$ cat src/rtl/ecc_rx_pkg.sv
// Shared definitions for the SECDED receive decoder.
//   CW_WIDTH / DATA_WIDTH / SYN_WIDTH : codeword, payload and syndrome widths
//   DATA_POS                          : codeword bit index carrying data[i]
//   entry_t                           : output buffer entry {data, sb_err, db_err}
package ecc_rx_pkg;

  localparam int CW_WIDTH   = 39;
  localparam int DATA_WIDTH = 32;
  localparam int SYN_WIDTH  = 6;

  // Data bits fill every non-power-of-two position from 3 upward.
  localparam logic [SYN_WIDTH-1:0] DATA_POS [DATA_WIDTH] = '{
    6'd3,  6'd5,  6'd6,  6'd7,  6'd9,  6'd10, 6'd11, 6'd12,
    6'd13, 6'd14, 6'd15, 6'd17, 6'd18, 6'd19, 6'd20, 6'd21,
    6'd22, 6'd23, 6'd24, 6'd25, 6'd26, 6'd27, 6'd28, 6'd29,
    6'd30, 6'd31, 6'd33, 6'd34, 6'd35, 6'd36, 6'd37, 6'd38
  };

  typedef struct packed {
    logic [DATA_WIDTH-1:0] data;
    logic                  sb_err;
    logic                  db_err;
  } entry_t;

endpackage

$ cat src/rtl/ecc_rx_fifo.sv
// Output buffer for decoded words.
//   clk_i, reset_n : clock, async active-low reset
//   push, push_entry : write side (no backpressure; words are dropped when full)
//   pop_rdy          : consumer accept; pops when head_vld is also high
//   head_vld, head_entry : head of buffer, entry forced to zero when empty
//   overflow         : sticky, set when a push was dropped
// DEPTH must be a power of two, at least 2.
module ecc_rx_fifo
  import ecc_rx_pkg::*;
#(
  parameter int DEPTH = 4
) (
  input  logic   clk_i,
  input  logic   reset_n,
  input  logic   push,
  input  entry_t push_entry,
  input  logic   pop_rdy,
  output logic   head_vld,
  output entry_t head_entry,
  output logic   overflow
);

  localparam int AW = $clog2(DEPTH);

  if ((DEPTH < 2) || ((DEPTH & (DEPTH - 1)) != 0)) begin : g_bad_depth
    $error("ecc_rx_fifo: DEPTH must be a power of two >= 2");
  end

  entry_t          mem [DEPTH];
  logic [AW-1:0]   wr_ptr;
  logic [AW-1:0]   rd_ptr;
  logic [AW:0]     count;
  logic            full;
  logic            pop;
  logic            push_ok;

  assign head_vld   = (count != '0);
  assign full       = (count == (AW+1)'(DEPTH));
  assign pop        = head_vld && pop_rdy;
  // A pop in the same cycle frees the slot the full-case push writes into.
  assign push_ok    = push && (!full || pop);
  assign head_entry = head_vld ? mem[rd_ptr] : '0;

  always_ff @(posedge clk_i) begin
    if (push_ok) begin
      mem[wr_ptr] <= push_entry;
    end
  end

  always_ff @(posedge clk_i or negedge reset_n) begin
    if (!reset_n) begin
      wr_ptr   <= '0;
      rd_ptr   <= '0;
      count    <= '0;
      overflow <= 1'b0;
    end else begin
      if (push_ok) wr_ptr <= wr_ptr + 1'b1;
      if (pop)     rd_ptr <= rd_ptr + 1'b1;
      case ({push_ok, pop})
        2'b10:   count <= count + 1'b1;
        2'b01:   count <= count - 1'b1;
        default: count <= count;
      endcase
      if (push && !push_ok) overflow <= 1'b1;
    end
  end

endmodule

$ cat src/rtl/ecc_rx_decode.sv
// SECDED (39,32) receive decoder with a small output buffer.
//   clk_i, reset_n         : clock, async active-low reset
//   data_in_vld, data_in   : one-cycle codeword pulses, no backpressure
//   data_out_vld/rdy       : valid/ready output handshake
//   data_out, sb_err, db_err : corrected word and its error flags
//   overflow               : sticky, a word was dropped on a full buffer
//   cnt_clr, ce_cnt, ue_cnt : error counters and their synchronous clear
// Optional feature macro: ECC_RX_ERR_CNT_EN enables the saturating error
// counters; without it ce_cnt/ue_cnt are tied to zero and cnt_clr is ignored.
// Pipeline: stage 1 registers syndrome/parity/codeword, stage 2 corrects
// combinationally and pushes into the buffer, giving a two-cycle latency.
module ecc_rx_decode
  import ecc_rx_pkg::*;
#(
  parameter int FIFO_DEPTH = 4
) (
  input  logic                  clk_i,
  input  logic                  reset_n,
  input  logic                  data_in_vld,
  input  logic [CW_WIDTH-1:0]   data_in,
  output logic                  data_out_vld,
  input  logic                  data_out_rdy,
  output logic [DATA_WIDTH-1:0] data_out,
  output logic                  sb_err,
  output logic                  db_err,
  output logic                  overflow,
  input  logic                  cnt_clr,
  output logic [15:0]           ce_cnt,
  output logic [15:0]           ue_cnt
);

  logic [SYN_WIDTH-1:0]  syn;
  logic                  par;
  logic                  s1_vld;
  logic [SYN_WIDTH-1:0]  s1_syn;
  logic                  s1_par;
  logic [CW_WIDTH-1:0]   s1_cw;
  logic                  flip;
  logic                  dbl;
  entry_t                push_entry;
  entry_t                head_entry;
  logic                  unused_par_bits;

  always_comb begin
    syn = '0;
    for (int i = 1; i < CW_WIDTH; i++) begin
      if (data_in[i]) syn = syn ^ i[SYN_WIDTH-1:0];
    end
    par = ^data_in;
  end

  always_ff @(posedge clk_i or negedge reset_n) begin
    if (!reset_n) begin
      s1_vld <= 1'b0;
      s1_syn <= '0;
      s1_par <= 1'b0;
      s1_cw  <= '0;
    end else begin
      s1_vld <= data_in_vld;
      if (data_in_vld) begin
        s1_syn <= syn;
        s1_par <= par;
        s1_cw  <= data_in;
      end
    end
  end

  // Odd parity means a single flip; a syndrome beyond the codeword cannot
  // come from one bit, so that case is reported as uncorrectable.
  always_comb begin
    flip = s1_par && (s1_syn <= 6'd38);
    dbl  = (!s1_par && (s1_syn != '0)) || (s1_par && (s1_syn > 6'd38));
    push_entry = '0;
    for (int i = 0; i < DATA_WIDTH; i++) begin
      push_entry.data[i] = s1_cw[DATA_POS[i]] ^ (flip && (s1_syn == DATA_POS[i]));
    end
    push_entry.sb_err = flip;
    push_entry.db_err = dbl;
  end

  // Check-bit positions carry no payload once the syndrome is formed.
  assign unused_par_bits = ^{s1_cw[0], s1_cw[1], s1_cw[2], s1_cw[4],
                             s1_cw[8], s1_cw[16], s1_cw[32]};

  ecc_rx_fifo #(
    .DEPTH (FIFO_DEPTH)
  ) u_fifo (
    .clk_i      (clk_i),
    .reset_n    (reset_n),
    .push       (s1_vld),
    .push_entry (push_entry),
    .pop_rdy    (data_out_rdy),
    .head_vld   (data_out_vld),
    .head_entry (head_entry),
    .overflow   (overflow)
  );

  assign data_out = head_entry.data;
  assign sb_err   = head_entry.sb_err;
  assign db_err   = head_entry.db_err;

`ifdef ECC_RX_ERR_CNT_EN
  // Counts every classified word, including one dropped on overflow.
  always_ff @(posedge clk_i or negedge reset_n) begin
    if (!reset_n) begin
      ce_cnt <= '0;
      ue_cnt <= '0;
    end else if (cnt_clr) begin
      ce_cnt <= '0;
      ue_cnt <= '0;
    end else if (s1_vld) begin
      if (flip && (ce_cnt != 16'hFFFF)) ce_cnt <= ce_cnt + 1'b1;
      if (dbl  && (ue_cnt != 16'hFFFF)) ue_cnt <= ue_cnt + 1'b1;
    end
  end
`else
  logic unused_cnt_clr;
  assign unused_cnt_clr = cnt_clr;
  assign ce_cnt = '0;
  assign ue_cnt = '0;
`endif

endmodule

$ cat config.mk
export PLATFORM = sky130hd
export DESIGN_NAME = ecc_rx_decode
export DESIGN_NICKNAME = d
export VERILOG_FILES = /design/src/rtl/ecc_rx_pkg.sv /design/src/rtl/ecc_rx_fifo.sv /design/src/rtl/ecc_rx_decode.sv
export SDC_FILE = /design/constraint.sdc
export NUM_CORES = 1
export LEC_CHECK = 0
export CAP_MARGIN = 0
export CORE_AREA = 2 2 141 143
export DETAILED_ROUTE_END_ITERATION = 10
export DIE_AREA = 0 0 143 145
export DONT_BUFFER_PORTS = 1
export HOLD_SLACK_MARGIN = 0.1
export SLEW_MARGIN = 20
export SYNTH_ARGS = -nofsm -noshare
export SYNTH_HDL_FRONTEND = slang
export SYNTH_SLANG_ARGS = --single-unit
$ cat constraint.sdc
create_clock -name clk_i -period 5.27 [get_ports clk_i]
set_input_delay 0.7905 -clock clk_i [delete_from_list [all_inputs] [get_ports clk_i]]
set_output_delay 0.7905 -clock clk_i [all_outputs]
set_load 0.01 [all_outputs]
# Word-level counts from Yosys, hierarchy flattened
# Memories as Yosys holds them, arrays and structs flattened.
# Cells that the tools add are included.
dict set report op_classes {
  n_addsub 4
  magnitude_cmp 2
  eq_ne 35
  n_mux 42
  n_bitwise 69
  n_reduce_logical 47
}
# operator count
set op_table {}
lappend op_table {{== test 6 x 5 -> 1 bit (second input constant)} 15}
lappend op_table {{two-way mux 5 bit} 16}
lappend op_table {{== test 6 x 4 -> 1 bit (second input constant)} 7}
lappend op_table {{two-way mux 6 bit} 7}
lappend op_table {{inverter 3 bit} 13}
lappend op_table {{XOR reduction 39 bit} 1}
lappend op_table {{logical AND 1 bit} 38}
lappend op_table {{== test 6 bit (second input constant)} 6}
lappend op_table {{two-way mux 34 bit} 1}
lappend op_table {{two-way mux 4 bit} 8}
lappend op_table {{XOR 1 bit} 32}
lappend op_table {{inverter 2 bit} 13}
lappend op_table {{inverter 4 bit} 5}
lappend op_table {{== test 6 x 3 -> 1 bit (second input constant)} 3}
lappend op_table {{two-way mux 3 bit} 4}
lappend op_table {{== test 6 x 2 -> 1 bit (second input constant)} 1}
lappend op_table {{greater-than comparator 6 bit (second input constant)} 1}
lappend op_table {{<= comparator 6 bit (second input constant)} 1}
lappend op_table {{case mux 3 bit (2 select lines)} 1}
lappend op_table {{nonzero test 6 bit} 1}
lappend op_table {{inverter 1 bit (first input constant)} 5}
lappend op_table {{inverter 5 bit} 1}
lappend op_table {{adder 2 x 1 -> 2 bit (second input constant)} 2}
lappend op_table {{two-way mux 2 bit} 2}
lappend op_table {{10 further kinds} 15}
dict set report totals {
  regBits 55
  ram_bits 136
  inputBits 44
  output_inout_bits 68
  wordCells 208
  mem_count 1
}
# name words word_bits read_ports rd_ports_with_merged_regs wr line_no
set mem_list {}
lappend mem_list {u_fifo.mem 4 34 1 0 1 ecc_rx_fifo.sv:29} ;# entry_t mem [DEPTH];

# Depth between registers and ports, before layout
dict set report depth {
  ltp_word 70
  ltp_mapped 10
  mapped_depth_nobuf 9
}

# Hierarchy
# From an unflattened synthesis, not the netlist that was laid out.
dict set report unflattened {
  cells_unflattened 553
  hier_area_um2 8664.6
}
# module instances cells_each area_per_inst_um2 seq_area_each_um2
set modules_own_cells {}
lappend modules_own_cells {ecc_rx_fifo 1 269 5725.5 4284.1}
lappend modules_own_cells {ecc_rx_decode 1 284 2939.1 1001.0}

# Least setup slack after synthesis
# Ideal clock, no wire load.
dict set report synth_timing {
  kind {register -> output}
  startpoint {reg u_fifo.rd_ptr[0]}
  endpoint {out data_out[10]}
  arrival_time_ps 1764
  required_ps 4479
  path_slack_ps 2716
  path_stages_with_launch 5
  path_buffers 2
  path_cell_list {dfrtp_1 > clkbuf_1 > buf_2 > mux4_2 > and2_1}
}
dict set report synth_between {
  elab_chain_len 2
}
# item line_no
set synth_rtl {}
lappend synth_rtl {{from (decl)} ecc_rx_fifo.sv:31} ;# logic [AW-1:0] rd_ptr;
lappend synth_rtl {{from (signal assigned)} ecc_rx_fifo.sv:58} ;# if (pop) rd_ptr <= rd_ptr + 1'b1;
lappend synth_rtl {{memory (4 x 34 bit)} --}
lappend synth_rtl {{two-way mux 34 bit} ecc_rx_fifo.sv:42} ;# assign head_entry = head_vld ? mem[rd_ptr] : '0;
lappend synth_rtl {{to (decl)} ecc_rx_decode.sv:23} ;# output logic [DATA_WIDTH-1:0] data_out,
# No other way between the ends.

# Worst setup path after layout
dict set report layout_timing {
  startpoint {reg u_fifo.rd_ptr[0]}
  endpoint {out data_out[19]}
}
# The elaborated chain is that of the path after synthesis.

==> results.ini <==
[die]
ios = 112
coreArea_um2 = 19200
die_w_um = 143
die_height_um = 145
row_count = 51
initial_core_util_pct = 44.6
die_area_um2 = 20700

[power]
p_seq_share_pct = 42.8
power.share.switching_pct = 31.3
clockPowerShare_pct = 26.9
ir_drop_mv = 0.351
switchingPower_uw = 1560
pwr-share-comb_pct = 30.2
intPower_uw = 3410
p_per_area_nw_per_um2 = 530
p_leak_uw = 0.00328

[timing]
setup_viol = 0
max_freq_mhz = 307
rsz0062_at_grt = false
worst_slew_pin_slew_ns = 0.579
relSlewSlack_pct = 61.4
maxSlewViolCount = 0
min_period_over_period_pct = 61.8
skew_ns = 0.0122
finalHoldViolCount = 0
finalSetupTns_ns = 0
min_period_ns = 3.26

[place]
dpl.hpwl_um = 11600
dp_cells = 793
gp_congestion = 0.842
port_buffers = 0

[setup_path]
slowest_delay_ns = 0.71
crit_path_cell_trace = buf_4 -> mux4_2 -> and2_1
worst-setup-path-type = reg2out
path_max_fanout = 23
path_buf_inv = 1
worstSetupEndpointType = primary output
crit_slowest_cell = dfrtp_2
worstPathArrival_ns = 2.47
r2r_start = u_fifo.count[0]
reg2reg_depth = 9
cp-start-kind = flop
cp_top_family = flip-flops
reg2reg_slack_ns = 2.78
required_ns = 4.48
rr_endpoint = u_fifo.count[2]

[drt]
avgRoutedWirePerCell_um = 20.5
routed.top_layer = met4
wl_met2_um = 8460
totalWireLength_um = 16900
drt_iter0_markers = 217
drtPass1Iterations = 5
wl_met1_um = 7420
route.detailed.drc = 0
via_count = 4114
viasPerCell = 4.98
drtAntennaViolNets = 0
dr_wl_met3_um = 886

[clock_tree]
cts_setup_buffers = 0
cts_tree = yes
htreeDepth = 4
cts-root-buf = clkbuf_16
clk_pin_slew_worst_paths_ns = 0.07
clock_latency_ns = 0.43
cts_buffer_depth = 2
clock-sinks = 184
numCtsBuffers = 17

[final_layout]
drive_above_1_share_pct = 21.0
fill_cells = 1626
mostFrequentLayoutCells = 136 x edfxtp_1, 70 x xnor2_1, 47 x dfrtp_1, 39 x and2_1, 37 x mux2_2
mostFrequentLayoutCell = edfxtp_1
seq_area_um2 = 5290
multi_input_area_um2 = 3040
num_antenna_cells = 0
instances_no_fill = 826
areaGrowthSynthToFinish_pct = 9.54
fin_nets = 598

[logic_synthesis]
synth_ff_type = edfxtp_1
synth_edf_count = 136
yosys_warnings = 0
synth.distinct_cells = 40
netlist_area_um2 = 8560
synth.avg_cell_area_um2 = 15.7
synthArstFlopShare_pct = 26.1
syn_inst = 544
seq_area_frac_synth_pct = 61.7
synth_seq_cells = 184

[run]
maxCapViolCount = 0

[grt]
grt_pass1_vias = 4350
grt_usage_pct = 17.2
grt_pass1_wl_um = 25900
antenna_found_initial = 0
overflow = 0
grt_max_degree = 49

[outcome]
status = complete, no violations

[min_path]
min_path_type = in2async

## Yosys cell counts, types with 2 or more instances
cell type,instances,share of area [%]
a21oi_1,2,0.12
and2_1,39,2.8
buf_1,3,0.13
buf_2,3,0.18
buf_4,32,2.8
clkbuf_1,15,0.66
dfrtp_1,48,14
edfxtp_1,136,48
ha_1,5,0.73
inv_1,6,0.26
mux2_2,37,4.9
mux4_2,34,8.9
nand2_1,19,0.83
nand2b_1,2,0.15
nand3_1,6,0.35
nand4_1,2,0.15
nor2_1,22,0.96
nor2b_1,5,0.37
nor3_1,5,0.29
xnor2_1,70,7.2
xnor2_2,5,0.95
xor2_1,29,3.0
xor2_2,2,0.38
## timing repair
item / CTS / global route
hold endpoints to repair: 48 / 0
setup endpoints to repair: 0 / 0
hold buffers: 1 / 0
gates resized for setup: 0 / 0
## power groups by stage
stage | clock network (uW) | logic [uW] | registers, uW
3_3_place_gp | 0 | 1500 | 2140
3_5_place_dp | 0 | 1520 | 2160
5_1_grt | 1420 | 1630 | 2170
2_1_floorplan | 0 | 1310 | 2040
6_report | 1340 | 1500 | 2130
4_1_cts | 1370 | 1540 | 2130
## cells by family after synthesis
group | synth area share [%]
AO/OA/AOI/OAI | 0.424
multiplexers | 14.1
other | 0.0438
XOR/XNOR | 12.0
adder cells (fa/ha/maj) | 0.964
buffers and inverters | 4.16
flip-flops | 61.7
AND/OR/NAND/NOR | 6.53
## stage by stage
step	area [um^2]	worst slack, ns	total power (uW)	hold WS, ns	utilization [%]
6_report	9380	2.01	4970	0.203	48.8
5_1_grt	9380	1.81	5220	0.200	48.8
4_1_cts	9380	1.93	5040	0.198	48.8
3_5_place_dp	8730	2.40	3690	0.460	45.4
3_3_place_gp	8730	2.40	3640	0.453	45.4
2_1_floorplan	8680	2.72	3350	0.442	-
## layer usage
metal | GRT usage, % | up-vias
li1 | - | 1886
met1 | 22.8 | 2112
met2 | 27.9 | 105
met3 | 4.82 | 11
met4 | 4.55 | 0
met5 | 0 | -
## area by class of cell
type                            count  area share, %
Clock inverter                     14           2.05
Clock buffer                       18           4.58
Multi-Input combinational cell    331           32.4
Timing Repair Buffer                8          0.854
Tap cell                          265           3.54
Sequential cell                   184           56.4
Inverter                            6          0.240
## worst max path at each step
| stage | start | to | slack (ns) | cells past startpoint |
|---|---|---|---|---|
| floorplan | u_fifo.rd_ptr[0] | data_out[10] | 2.72 | 4 |
| detailed placement | u_fifo.rd_ptr[0] | data_out[19] | 2.40 | 3 |
| CTS | u_fifo.rd_ptr[0] | data_out[19] | 1.93 | 3 |
| finish | u_fifo.rd_ptr[0] | data_out[19] | 2.01 | 3 |
| global route | u_fifo.rd_ptr[0] | data_out[19] | 1.81 | 3 |
| global placement | u_fifo.rd_ptr[0] | db_err | 2.40 | 3 |
## registers in the layout (all words and copies together), names as in the netlist
name	cells
u_fifo.mem	136
s1_cw	32
s1_syn	6
u_fifo.count	3
u_fifo.rd_ptr	2
u_fifo.wr_ptr	2
s1_par	1
s1_vld	1
u_fifo.overflow	1
(Power assumes the default switching activity.)
